**src/rtl/dcache_line_engine.sv**
```systemverilog
// Dcache line miss engine: optional dirty-victim writeback from the CAM, then a line refill from the main bus.
// Build option DCACHE_CWF_EN: refill starts at the requested word and wraps (critical word first).
module dcache_line_engine #(
    parameter int LINE_WORDS = 4,
    parameter int INDEX_BITS = 8,
    parameter int TAG_BITS   = 17,
    localparam int OFF_W     = $clog2(LINE_WORDS),
    localparam int AW        = TAG_BITS + INDEX_BITS + OFF_W
) (
    input  logic                        clk_core,
    input  logic                        reset_n,
    input  logic                        req_valid,
    output logic                        req_ready,
    input  logic                        req_evict,
    input  logic [TAG_BITS-1:0]         req_evict_tag,
    input  logic [TAG_BITS-1:0]         req_tag,
    input  logic [INDEX_BITS-1:0]       req_index,
    input  logic [OFF_W-1:0]            req_word,
    output logic                        cam_read_req,
    output logic [INDEX_BITS+OFF_W-1:0] cam_read_index,
    input  logic [31:0]                 cam_read_data,
    output logic                        cam_write_req_data,
    output logic [INDEX_BITS+OFF_W-1:0] cam_write_index,
    output logic [31:0]                 cam_write_data,
    output logic                        cam_write_req_tag_flags,
    output logic [TAG_BITS-1:0]         cam_write_tag,
    output logic [1:0]                  cam_write_flags,
    output logic                        cvalid,
    input  logic                        cready,
    output logic                        cmd,
    output logic [AW-1:0]               bus_addr,
    output logic                        wvalid,
    input  logic                        wready,
    output logic                        wlast,
    output logic [31:0]                 bus_wdata,
    output logic [3:0]                  wmask,
    input  logic                        rvalid,
    output logic                        rready,
    input  logic                        rlast,
    input  logic [31:0]                 rdata,
    input  logic                        bus_error,
    output logic                        eack,
    output logic                        crit_valid,
    output logic [31:0]                 crit_data,
    output logic                        done,
    output logic                        done_error,
    output logic                        busy,
    output logic [2:0]                  state_dbg
);
    // Handshakes: a transfer occurs in any cycle where valid and ready are both high; a raised valid
    // holds with a stable payload until accepted, except that a bus error drops every valid next cycle.
    localparam logic [2:0] S_IDLE      = 3'd0;
    localparam logic [2:0] S_EV_CMD    = 3'd1;
    localparam logic [2:0] S_EV_DATA   = 3'd2;
    localparam logic [2:0] S_FILL_CMD  = 3'd3;
    localparam logic [2:0] S_FILL_DATA = 3'd4;

    localparam logic [OFF_W:0]   CNT_FULL = (OFF_W+1)'(LINE_WORDS);
    localparam logic [OFF_W:0]   CNT_LAST = (OFF_W+1)'(LINE_WORDS - 1);
    localparam logic [OFF_W-1:0] OFS_LAST = OFF_W'(LINE_WORDS - 1);

    logic [2:0]            state_q;
    logic [TAG_BITS-1:0]   tag_q, evict_tag_q;
    logic [INDEX_BITS-1:0] index_q;
    logic [OFF_W-1:0]      word_q, fill_ofs_q, wr_beat_q, start_ofs;
    logic [OFF_W:0]        rd_cnt_q, fill_cnt_q;
    logic [31:0]           wbuf_q;
    logic                  wbuf_valid_q, rd_pending_q;
    logic                  err_evt, w_fire, ev_done, fill_beat, overflow, fill_ok, fill_bad;

`ifdef DCACHE_CWF_EN
    assign start_ofs = word_q;
`else
    assign start_ofs = '0;
`endif

    assign busy      = (state_q != S_IDLE);
    assign req_ready = (state_q == S_IDLE);
    assign err_evt   = busy && bus_error;
    assign eack      = err_evt;
    assign state_dbg = state_q;

    assign cvalid   = (state_q == S_EV_CMD) || (state_q == S_FILL_CMD);
    assign cmd      = (state_q == S_FILL_CMD);
    assign bus_addr = (state_q == S_EV_CMD)   ? {evict_tag_q, index_q, {OFF_W{1'b0}}} :
                      (state_q == S_FILL_CMD) ? {tag_q, index_q, start_ofs} : '0;

    assign wvalid    = (state_q == S_EV_DATA) && wbuf_valid_q;
    assign wlast     = wvalid && (wr_beat_q == OFS_LAST);
    assign bus_wdata = wbuf_q;
    assign wmask     = 4'hF;
    assign w_fire    = wvalid && wready;
    assign ev_done   = w_fire && wlast && !bus_error;

    // One CAM read in flight at a time, so its data always lands in a free word buffer.
    assign cam_read_req   = ((state_q == S_EV_CMD) || (state_q == S_EV_DATA)) && (rd_cnt_q != CNT_FULL)
                            && !rd_pending_q && (!wbuf_valid_q || w_fire);
    assign cam_read_index = {index_q, rd_cnt_q[OFF_W-1:0]};

    assign rready    = (state_q == S_FILL_DATA);
    assign fill_beat = rready && rvalid && !bus_error;
    assign overflow  = fill_beat && (fill_cnt_q == CNT_FULL);
    assign fill_ok   = fill_beat && rlast && (fill_cnt_q == CNT_LAST);
    assign fill_bad  = fill_beat && (overflow || (rlast && (fill_cnt_q != CNT_LAST)));

    assign cam_write_req_data      = fill_beat && !overflow;
    assign cam_write_index         = {index_q, fill_ofs_q};
    assign cam_write_data          = cam_write_req_data ? rdata : '0;
    assign crit_valid              = cam_write_req_data && (fill_ofs_q == word_q);
    assign crit_data               = crit_valid ? rdata : '0;
    assign cam_write_req_tag_flags = err_evt || ev_done || fill_ok || fill_bad;
    assign cam_write_tag           = tag_q;
    assign cam_write_flags         = {1'b0, fill_ok};
    assign done                    = err_evt || fill_ok || fill_bad;
    assign done_error              = err_evt || fill_bad;

    always_ff @(posedge clk_core) begin
        if (!reset_n) begin
            state_q      <= S_IDLE;
            tag_q        <= '0;
            evict_tag_q  <= '0;
            index_q      <= '0;
            word_q       <= '0;
            fill_ofs_q   <= '0;
            fill_cnt_q   <= '0;
            wr_beat_q    <= '0;
            rd_cnt_q     <= '0;
            wbuf_q       <= '0;
            wbuf_valid_q <= 1'b0;
            rd_pending_q <= 1'b0;
        end else begin
            rd_pending_q <= cam_read_req;
            if (cam_read_req) rd_cnt_q <= rd_cnt_q + 1'b1;
            if (w_fire) wr_beat_q <= wr_beat_q + 1'b1;
            if (rd_pending_q) begin
                wbuf_q       <= cam_read_data;
                wbuf_valid_q <= 1'b1;
            end else if (w_fire) begin
                wbuf_valid_q <= 1'b0;
            end

            if (err_evt) begin
                state_q      <= S_IDLE;
                wbuf_valid_q <= 1'b0;
                rd_pending_q <= 1'b0;
            end else begin
                case (state_q)
                    S_IDLE: if (req_valid) begin
                        tag_q        <= req_tag;
                        evict_tag_q  <= req_evict_tag;
                        index_q      <= req_index;
                        word_q       <= req_word;
                        rd_cnt_q     <= '0;
                        wr_beat_q    <= '0;
                        wbuf_valid_q <= 1'b0;
                        state_q      <= req_evict ? S_EV_CMD : S_FILL_CMD;
                    end
                    S_EV_CMD:  if (cready) state_q <= S_EV_DATA;
                    S_EV_DATA: if (ev_done) state_q <= S_FILL_CMD;
                    S_FILL_CMD: if (cready) begin
                        fill_ofs_q <= start_ofs;
                        fill_cnt_q <= '0;
                        state_q    <= S_FILL_DATA;
                    end
                    S_FILL_DATA: begin
                        // Offset wraps naturally since LINE_WORDS is a power of two.
                        if (fill_beat && !overflow) begin
                            fill_ofs_q <= fill_ofs_q + 1'b1;
                            fill_cnt_q <= fill_cnt_q + 1'b1;
                        end
                        if (fill_ok || fill_bad) state_q <= S_IDLE;
                    end
                    default: state_q <= S_IDLE;
                endcase
            end
        end
    end
endmodule

```
**config.mk**
```make
export PLATFORM = sky130hd
export DESIGN_NAME = dcache_line_engine
export DESIGN_NICKNAME = d
export VERILOG_FILES = /design/src/rtl/dcache_line_engine.sv
export SDC_FILE = /design/constraint.sdc
export NUM_CORES = 1
export LEC_CHECK = 0
export ABC_AREA = 1
export ABC_CLOCK_PERIOD_IN_PS = 1900
export CAP_MARGIN = 20
export CORE_AREA = 2 2 118 120
export DETAILED_ROUTE_END_ITERATION = 8
export DIE_AREA = 0 0 120 122
export GPL_ROUTABILITY_DRIVEN = 1
export GPL_TIMING_DRIVEN = 0
export PLACE_DENSITY = 0.76
export SLEW_MARGIN = 15
export SYNTH_ARGS = -nofsm -noshare
export SYNTH_HDL_FRONTEND = slang
export SYNTH_SLANG_ARGS = --single-unit
```
**constraint.sdc**
```tcl
create_clock -name clk_core -period 1.9 [get_ports clk_core]
set_input_delay 0.285 -clock clk_core [delete_from_list [all_inputs] [get_ports clk_core]]
set_output_delay 0.285 -clock clk_core [all_outputs]
set_load 0.02 [all_outputs]
```
==> summary.md, run 1 <==
| Metric | Value |
|---|---|
| Top_reg_cell synth | `dfxtp_1` |
| CP Max Fanout | `6` |
| Nets | `1088` |
| Fin Setup TNS | `-7.47 ns` |
| Max-slew violations | `0` |
| Clock Sinks | `91` |
| Status | `complete, but fails checks` |
| Number of DRC markers in iteration 0 | `216` |
| DR pass1 iterations | `4` |
| I/O pin cnt | `300` |
| Min-Delay Path Class | `primary input to flip-flop` |
| Post-synthesis cell count | `629` |
| WL met3 | `1.54 mm` |
| Failing checks | `setup timing` |
| DP HPWL | `13.2 mm` |
| WL met1 | `6.91 mm` |
| Die height | `122 µm` |
| Clk root buf | `clkbuf_16` |
| Period utilisation layout | `111%` |
| Layout cell share with drive strength beyond 1 | `30.8%` |
| Design area | `0.00891 mm²` |
| Least-Margin Pin Slew | `0.582 ns` |
| Synth cell types | `34` |
| DRC violations left | `0` |
| Initial Utilization | `32.9%` |
| Final global-route overflow total | `0` |
| Uppermost routed layer | `met4` |
| CP Class | `flip-flop to primary output` |
| Placed inst area | `0.00762 mm²` |
| Worst skew pair latency | `0.35 ns` |
| Slew HR | `61.2%` |
| CP endpoint kind | `primary output` |
| P per Cell Area | `1070 mW/mm²` |
| Row cnt | `43` |
| Multi-input combinational cell area | `0.00251 mm²` |
| Area grow syn2layout | `100%` |
| Clock Tree Buf Depth | `2` |
| Clock period minus final worst setup slack | `2.10 ns` |
| Worst Path Required | `1.62 ns` |
| Seq/Total Area, Yosys | `41.0%` |
| Worst ir drop on vdd | `726 µV` |
| CTS Buf Count | `9` |
| Synth warn | `0` |
| Reg area | `0.00184 mm²` |
| Setup WS post-layout | `-0.200 ns` |
| Routed WL per cell | `16.9 µm` |
| Register bit total from synthesis | `91` |
| Die Area | `0.0146 mm²` |
| Largest net degree at the start of global routing | `16` |
| Worst slack, placed | `-0.816 ns` |
| DRT Wirelength | `19.5 mm` |
| Clock slew seen by the registers of the worst setup and hold paths | `0.07 ns` |
| Worst Skew | `0.00948 ns` |
| Chip width | `120 µm` |
| Layout fillers | `1068` |
| Mapped Area | `0.00444 mm²` |
| Antenna viol nets, final | `0` |
| Vias per inst | `4.70` |
| Final setup vio count | `73` |
| RSZ-0062 raised after global routing | `true` |
| Top achievable clock speed | `476 MHz` |
| First-pass GRT wire length | `25.6 mm` |
| FFs w/ async S/R, synth | `0%` |
| Mean post-synth cell area | `7.06 µm²` |
| Core Area | `0.0135 mm²` |
| Final Hold Fails | `0` |
| MaxCap Viol Count | `0` |
| LEAKAGE | `3.86 nW` |
| Routed via count | `5411` |
| Routed wl met2 | `10.2 mm` |
| H-Tree Depth | `3` |
| GR Util All Layers | `22.7%` |
| # port buffers | `291` |
| Crit path DAT | `1.82 ns` |
| Number of enable flip-flop cells after synthesis | `0` |
| Initial antenna violation count | `2` |
| CTS tree | `built` |
| Worst setup SP type | `flip-flop` |
| Gpl congestion | `0.862` |
| Vias in the first global route | `4872` |
[worst max-delay path, stage by stage (launching register included)]
cell and delay, ns:
dfxtp_2 0.43, nand3_4 0.12, inv_4 0.08, nand3_4 0.10
nor2_4 0.15, clkinv_4 0.14, clkbuf_16 0.20, nor2_4 0.12
buf_6 0.13
[kinds of logic (layout without fill, tap and decap cells)]
group | after synthesis | in the layout | share of synthesized area (%)
compound gates | 154 | 154 | 18.1
xor+xnor | 4 | 4 | 0.789
fa+ha+maj | 6 | 6 | 1.69
buf+inv | 159 | 494 | 16.9
flops | 91 | 91 | 41.0
other cells | 2 | 9 | 0.169
simple gates | 213 | 213 | 21.4
[registers in the layout, summed over array words and instances, names as in the netlist]
register / count
rd_pending_q: 1
wbuf_valid_q: 1
evict_tag_q: 17
index_q: 8
rd_cnt_q: 3
fill_cnt_q: 3
bus_wdata: 32
cam_write_tag: 17
fill_ofs_q: 2
word_q: 2
state_dbg: 3
wr_beat_q: 2
[report_power, final]
| group | total, mW | internal (mW) | leakage, nW | switching (mW) |
|---|---|---|---|---|
| Sequential | 2.75 | 2.44 | 0.750 | 0.308 |
| Clock | 1.80 | 1.02 | 0.147 | 0.782 |
| Combinational | 4.97 | 2.11 | 2.96 | 2.86 |
| Total | 9.51 | 5.57 | 3.86 | 3.95 |
[routing by layer]
| layer | up-vias | track usage [%] |
|---|---|---|
| li1 | 2639 | - |
| met1 | 2481 | 24.1 |
| met2 | 242 | 40.6 |
| met3 | 49 | 8.38 |
| met4 | 0 | 9.04 |
| met5 | - | 0 |
[timing repair]
action	4_1_cts	5_1_grt
setup buffers	9	15
endpoints found under the setup margin	103	100
hold endpoints to repair	0	0
resized for setup	509	229
gates cloned	1	4
pin swaps	7	11
hold buffers	0	0
[layout make-up]
| cell class | instances | area share, % |
|---|---|---|
| timing repair buffer | 320 | 35.9 |
| inverter | 108 | 4.66 |
| antenna | 2 | 0.0562 |
| sequential | 91 | 20.6 |
| tap | 180 | 2.53 |
| clock buffer | 9 | 2.53 |
| buffer | 51 | 4.80 |
| clock inverter | 6 | 0.731 |
| multi-input combinational | 384 | 28.2 |
[synth_stat cells, types with 10 or more instances]
cell type  number  area [µm²]
nor2_1        125         469
inv_1         101         379
dfxtp_1        91        1820
o21ai_0        77         385
a21oi_1        56         280
nand2_1        32         120
buf_4          19         143
o22ai_1        17         106
nor3_1         16        80.1
clkbuf_1       15        56.3
nor2_2         12        75.1
buf_6          10         113
nand3_1        10        50.1
[layout by cell type, fill, tap and decap left out, drive strengths merged, types with 4 or more instances in the layout]
master and count:
clkdlybuf4s50 186, buf 155, nor2 140, inv 109, dfxtp 91, o21ai 78
a21oi 56, nand2 39, clkbuf 31, o22ai 17, nor3 16, nand3 12
conb 7, dlygate4sd2 6, ha 6, clkinv 4
[worst paths after layout]
| path | startpoint | to | slack [ns] | cells past startpoint |
|---|---|---|---|---|
| min | reset_n | cam_write_tag[11]$_SDFFE_PN0P_ | 0.34 | 3 |
| max | state_dbg[2]$_SDFFE_PP0P_ | crit_data[11] | -0.20 | 8 |
| max reg2reg | fill_cnt_q[0]$_SDFFE_PN0P_ | state_dbg[1]$_SDFFE_PP0P_ | -0.08 | 13 |
| min reg2reg | wr_beat_q[1]$_SDFF_PN0_ | wr_beat_q[1]$_SDFF_PN0_ | 0.45 | 2 |
[per-stage QoR]
stage               total power, mW  cells  hold WS [ns]  utilization (%)
floorplan                      5.25    634         0.420                -
global placement               7.28   1105         0.434             56.4
detailed placement             7.32   1105         0.441             56.4
CTS                            9.16   1130         0.321             58.8
global route                   10.1   1151         0.343             66.0
finish                         9.51   1151         0.338             66.0
Power figures use the tool's default switching activity.
==> run 2, diff against run 1 <==
--- a/config.mk
+++ b/config.mk
@@ -14,5 +14,5 @@
 export GPL_ROUTABILITY_DRIVEN = 1
 export GPL_TIMING_DRIVEN = 0
-export PLACE_DENSITY = 0.76
+export PLACE_DENSITY = 0.83
 export SLEW_MARGIN = 15
 export SYNTH_ARGS = -nofsm -noshare
==> constraint.sdc (replaced) <==
create_clock -name clk_core -period 1.9 [get_ports clk_core]
set_input_delay 0.19 -clock clk_core [delete_from_list [all_inputs] [get_ports clk_core]]
set_output_delay 0.19 -clock clk_core [all_outputs]
set_load 0.02 [all_outputs]
==> run 2 against run 1 <==
The flow still finishes with violations (setup timing). Clock power is 10% higher. Clock skew is 0.0027 ns lower. Total power rose by 0.93%. Non-clock buffer count down 18. Wire length shrank 8.3%. Sequential cell count is the same. Final area shrank 5.5%. Setup slack gained 0.16 ns. Register-to-register slack gained 0.45 ns. Fmax up 8.5%. Largest cell class unchanged.
==> summary.md, run 2 (synthesized netlist as in run 1, its figures left out) <==
| Metric | Value |
|---|---|
| Status | `complete, but fails checks` |
| Failing checks | `setup timing` |
| Design area | `0.00842 mm² (-5.5%)` |
| GR Util All Layers | `23.3% (+0.62 points)` |
| DR pass1 iterations | `5 (+1)` |
| Row cnt | `43 (unchanged)` |
| Commonest non-fill, non-tap cell in the layout | `clkdlybuf4s50_1` |
| Initial antenna violation count | `6 (+4)` |
| LEAKAGE | `3.70 nW (-4.2%)` |
| Routed WL per cell | `15.7 µm (-7.2%)` |
| Pwr Total | `9.60 mW (+0.93%)` |
| RSZ-0062 raised after global routing | `true` |
| Worst setup SP type | `flip-flop` |
| Flop pwr share | `28.9% (about the same)` |
| Reg area | `0.00184 mm² (+0.20%)` |
| Placed inst area | `0.00760 mm² (-0.28%)` |
| Layout cell share with drive strength beyond 1 | `27.2% (-3.5 points)` |
| Vias in the first global route | `5135 (+5.4%)` |
| CTS Buf Count | `9 (unchanged)` |
| Initial Utilization | `32.9% (unchanged)` |
| Largest net degree at the start of global routing | `16 (unchanged)` |
| Fin Setup TNS | `-0.556 ns (+6.91 ns)` |
| CP endpoint kind | `primary output` |
| DRT Wirelength | `17.8 mm (-8.3%)` |
| Final Hold Fails | `0 (unchanged)` |
| Clk root buf | `clkbuf_16` |
| Area grow syn2layout | `89.5%` |
| Worst ir drop on vdd | `862 µV (+19%)` |
| # port buffers | `291 (unchanged)` |
| Max-slew violations | `0 (unchanged)` |
| Clock Sinks | `91 (unchanged)` |
| Most frequent cells in the layout | `clkdlybuf4s50_1 (188), inv_1 (98), nor2_1 (96)` |
| Clock period minus final worst setup slack | `1.94 ns (-0.164 ns)` |
| Comb pwr share | `50.5% (-1.7 points)` |
| Number of DRC markers in iteration 0 | `144 (-33%)` |
| Worst skew pair latency | `0.35 ns (about the same)` |
| Worst Skew | `0.00675 ns (-0.00273 ns)` |
| Sw Ratio | `40.7% (-0.81 points)` |
| Number of flip-flops in the largest register | `32 (unchanged)` |
| CP Max Fanout | `10 (+4)` |
| Setup WS post-layout | `-0.0360 ns (+0.164 ns)` |
| Crit path DAT | `1.75 ns (-0.07 ns)` |
| Chip width | `120 µm (unchanged)` |
| MaxCap Viol Count | `0 (unchanged)` |
| P per Cell Area | `1140 mW/mm² (+6.8%)` |
| Least-Margin Pin Slew | `0.646 ns (+0.0642 ns)` |
| Die height | `122 µm (unchanged)` |
| Layout fillers | `1143 (+7.0%)` |
| Period utilisation layout | `102% (-8.6 points)` |
| Final setup vio count | `39 (-47%)` |
| Multi-input combinational cell area | `0.00230 mm² (-8.3%)` |
| CTS tree | `built` |
| CTS Hold Bufs | `0 (unchanged)` |
| Min-Delay Path Class | `primary input to flip-flop` |
| Vias per inst | `4.71 (+0.17%)` |
| Worst slack, placed | `-0.554 ns (+0.262 ns)` |
| Final global-route overflow total | `0 (unchanged)` |
| DRC violations left | `0 (unchanged)` |
| Nets | `1070 (-1.7%)` |
| Core Area | `0.0135 mm² (unchanged)` |
| H-Tree Depth | `3 (unchanged)` |
| DP HPWL | `13.2 mm (about the same)` |
| Gpl congestion | `0.847 (-1.7%)` |
| Clock Tree Buf Depth | `2 (unchanged)` |
| Hold_ws | `0.242 ns (-0.0955 ns)` |
| Clock slew seen by the registers of the worst setup and hold paths | `0.07 ns (about the same)` |
| Total internal power | `5.70 mW (+2.3%)` |
| Switch Pwr | `3.91 mW (-1.0%)` |
| I/O pin cnt | `300 (unchanged)` |
| Worst Path Required | `1.71 ns (+0.09 ns)` |
| CP Class | `flip-flop to primary output` |
| Die Area | `0.0146 mm² (unchanged)` |
| Routed via count | `5359 (-0.96%)` |
| Clock Power Share | `20.6% (+1.7 points)` |
| Top achievable clock speed | `517 MHz (+8.5%)` |
| First-pass GRT wire length | `26.3 mm (+2.6%)` |
| Antenna viol nets, final | `0 (unchanged)` |
| Slew HR | `56.9% (-4.3 points)` |
-- run 2: changes by cell type in the layout (fill, tap and decap cells not counted), moves of 4 or more --
cell,delta
buf_4,+7
o22ai_1,-7
nor3_4,-7
o22ai_4,+4
buf_6,-27
diode_2,+4
clkbuf_16,-4
clkbuf_2,+7
nor3_2,+4
nor2_1,+20
nor2_4,-31
nor2_2,+11
-- run 2: stage by stage --
| stage | std cells | utilization, % |
|---|---|---|
| after floorplan | 634 | - |
| after detailed placement | 1105 | 56.3 |
| final | 1138 | 62.3 |
| after global routing | 1138 | 62.3 |
| after CTS | 1128 | 58.4 |
| after global placement | 1105 | 56.3 |
-- run 2: worst paths after layout --
kind | cells past startpoint | slack (ns) | startpoint | end
hold reg to reg | 2 | 0.45 | wr_beat_q[1]$_SDFF_PN0_ | wr_beat_q[1]$_SDFF_PN0_
setup / recovery | 8 | -0.04 | state_dbg[0]$_SDFFE_PP0P_ | crit_data[14]
setup reg to reg | 10 | 0.37 | state_dbg[0]$_SDFFE_PP0P_ | fill_cnt_q[0]$_SDFFE_PN0P_
hold / removal | 3 | 0.24 | reset_n | evict_tag_q[14]$_SDFFE_PN0P_
-- run 2: power groups by stage --
stage,sequential [mW],combinational [mW],clock (mW)
global route,2.83,5.23,2.10
finish,2.77,4.85,1.98
global placement,2.75,4.49,0
floorplan,3.18,2.04,0
detailed placement,2.77,4.52,0
CTS,2.76,4.51,2.02
-- run 2: area by class of cell --
cell class	count	share of cell area, %
antenna	6	0.178
buffer	51	4.85
clock buffer	11	2.88
clock inverter	5	1.01
inverter	108	4.99
multi-input combinational	384	27.4
sequential	91	21.8
tap	180	2.68
timing repair buffer	302	34.2
-- run 2: critical path: stages (launching register included) --
cell and delay, ns:
dfxtp_4 0.39, inv_2 0.08, nand3_4 0.09, inv_4 0.07
nand3_4 0.11, buf_6 0.15, buf_6 0.15, nor3_2 0.18
buf_4 0.19
-- run 2: what timing repair did --
item,CTS,global route
endpoints found under the setup margin,103,88
pin swaps,7,6
gates resized for setup,483,157
gates cloned,2,0
buffers inserted,5,5
-- run 2: per-layer routing --
metal	track usage, %	vias up	share of wire, %	routed length, µm
li1	-	2609	-	-
met1	23.0	2445	36	6390
met2	42.3	257	51	9120
met3	7.26	48	8.2	1470
met4	14.6	0	4.8	864
met5	0	-	0	0
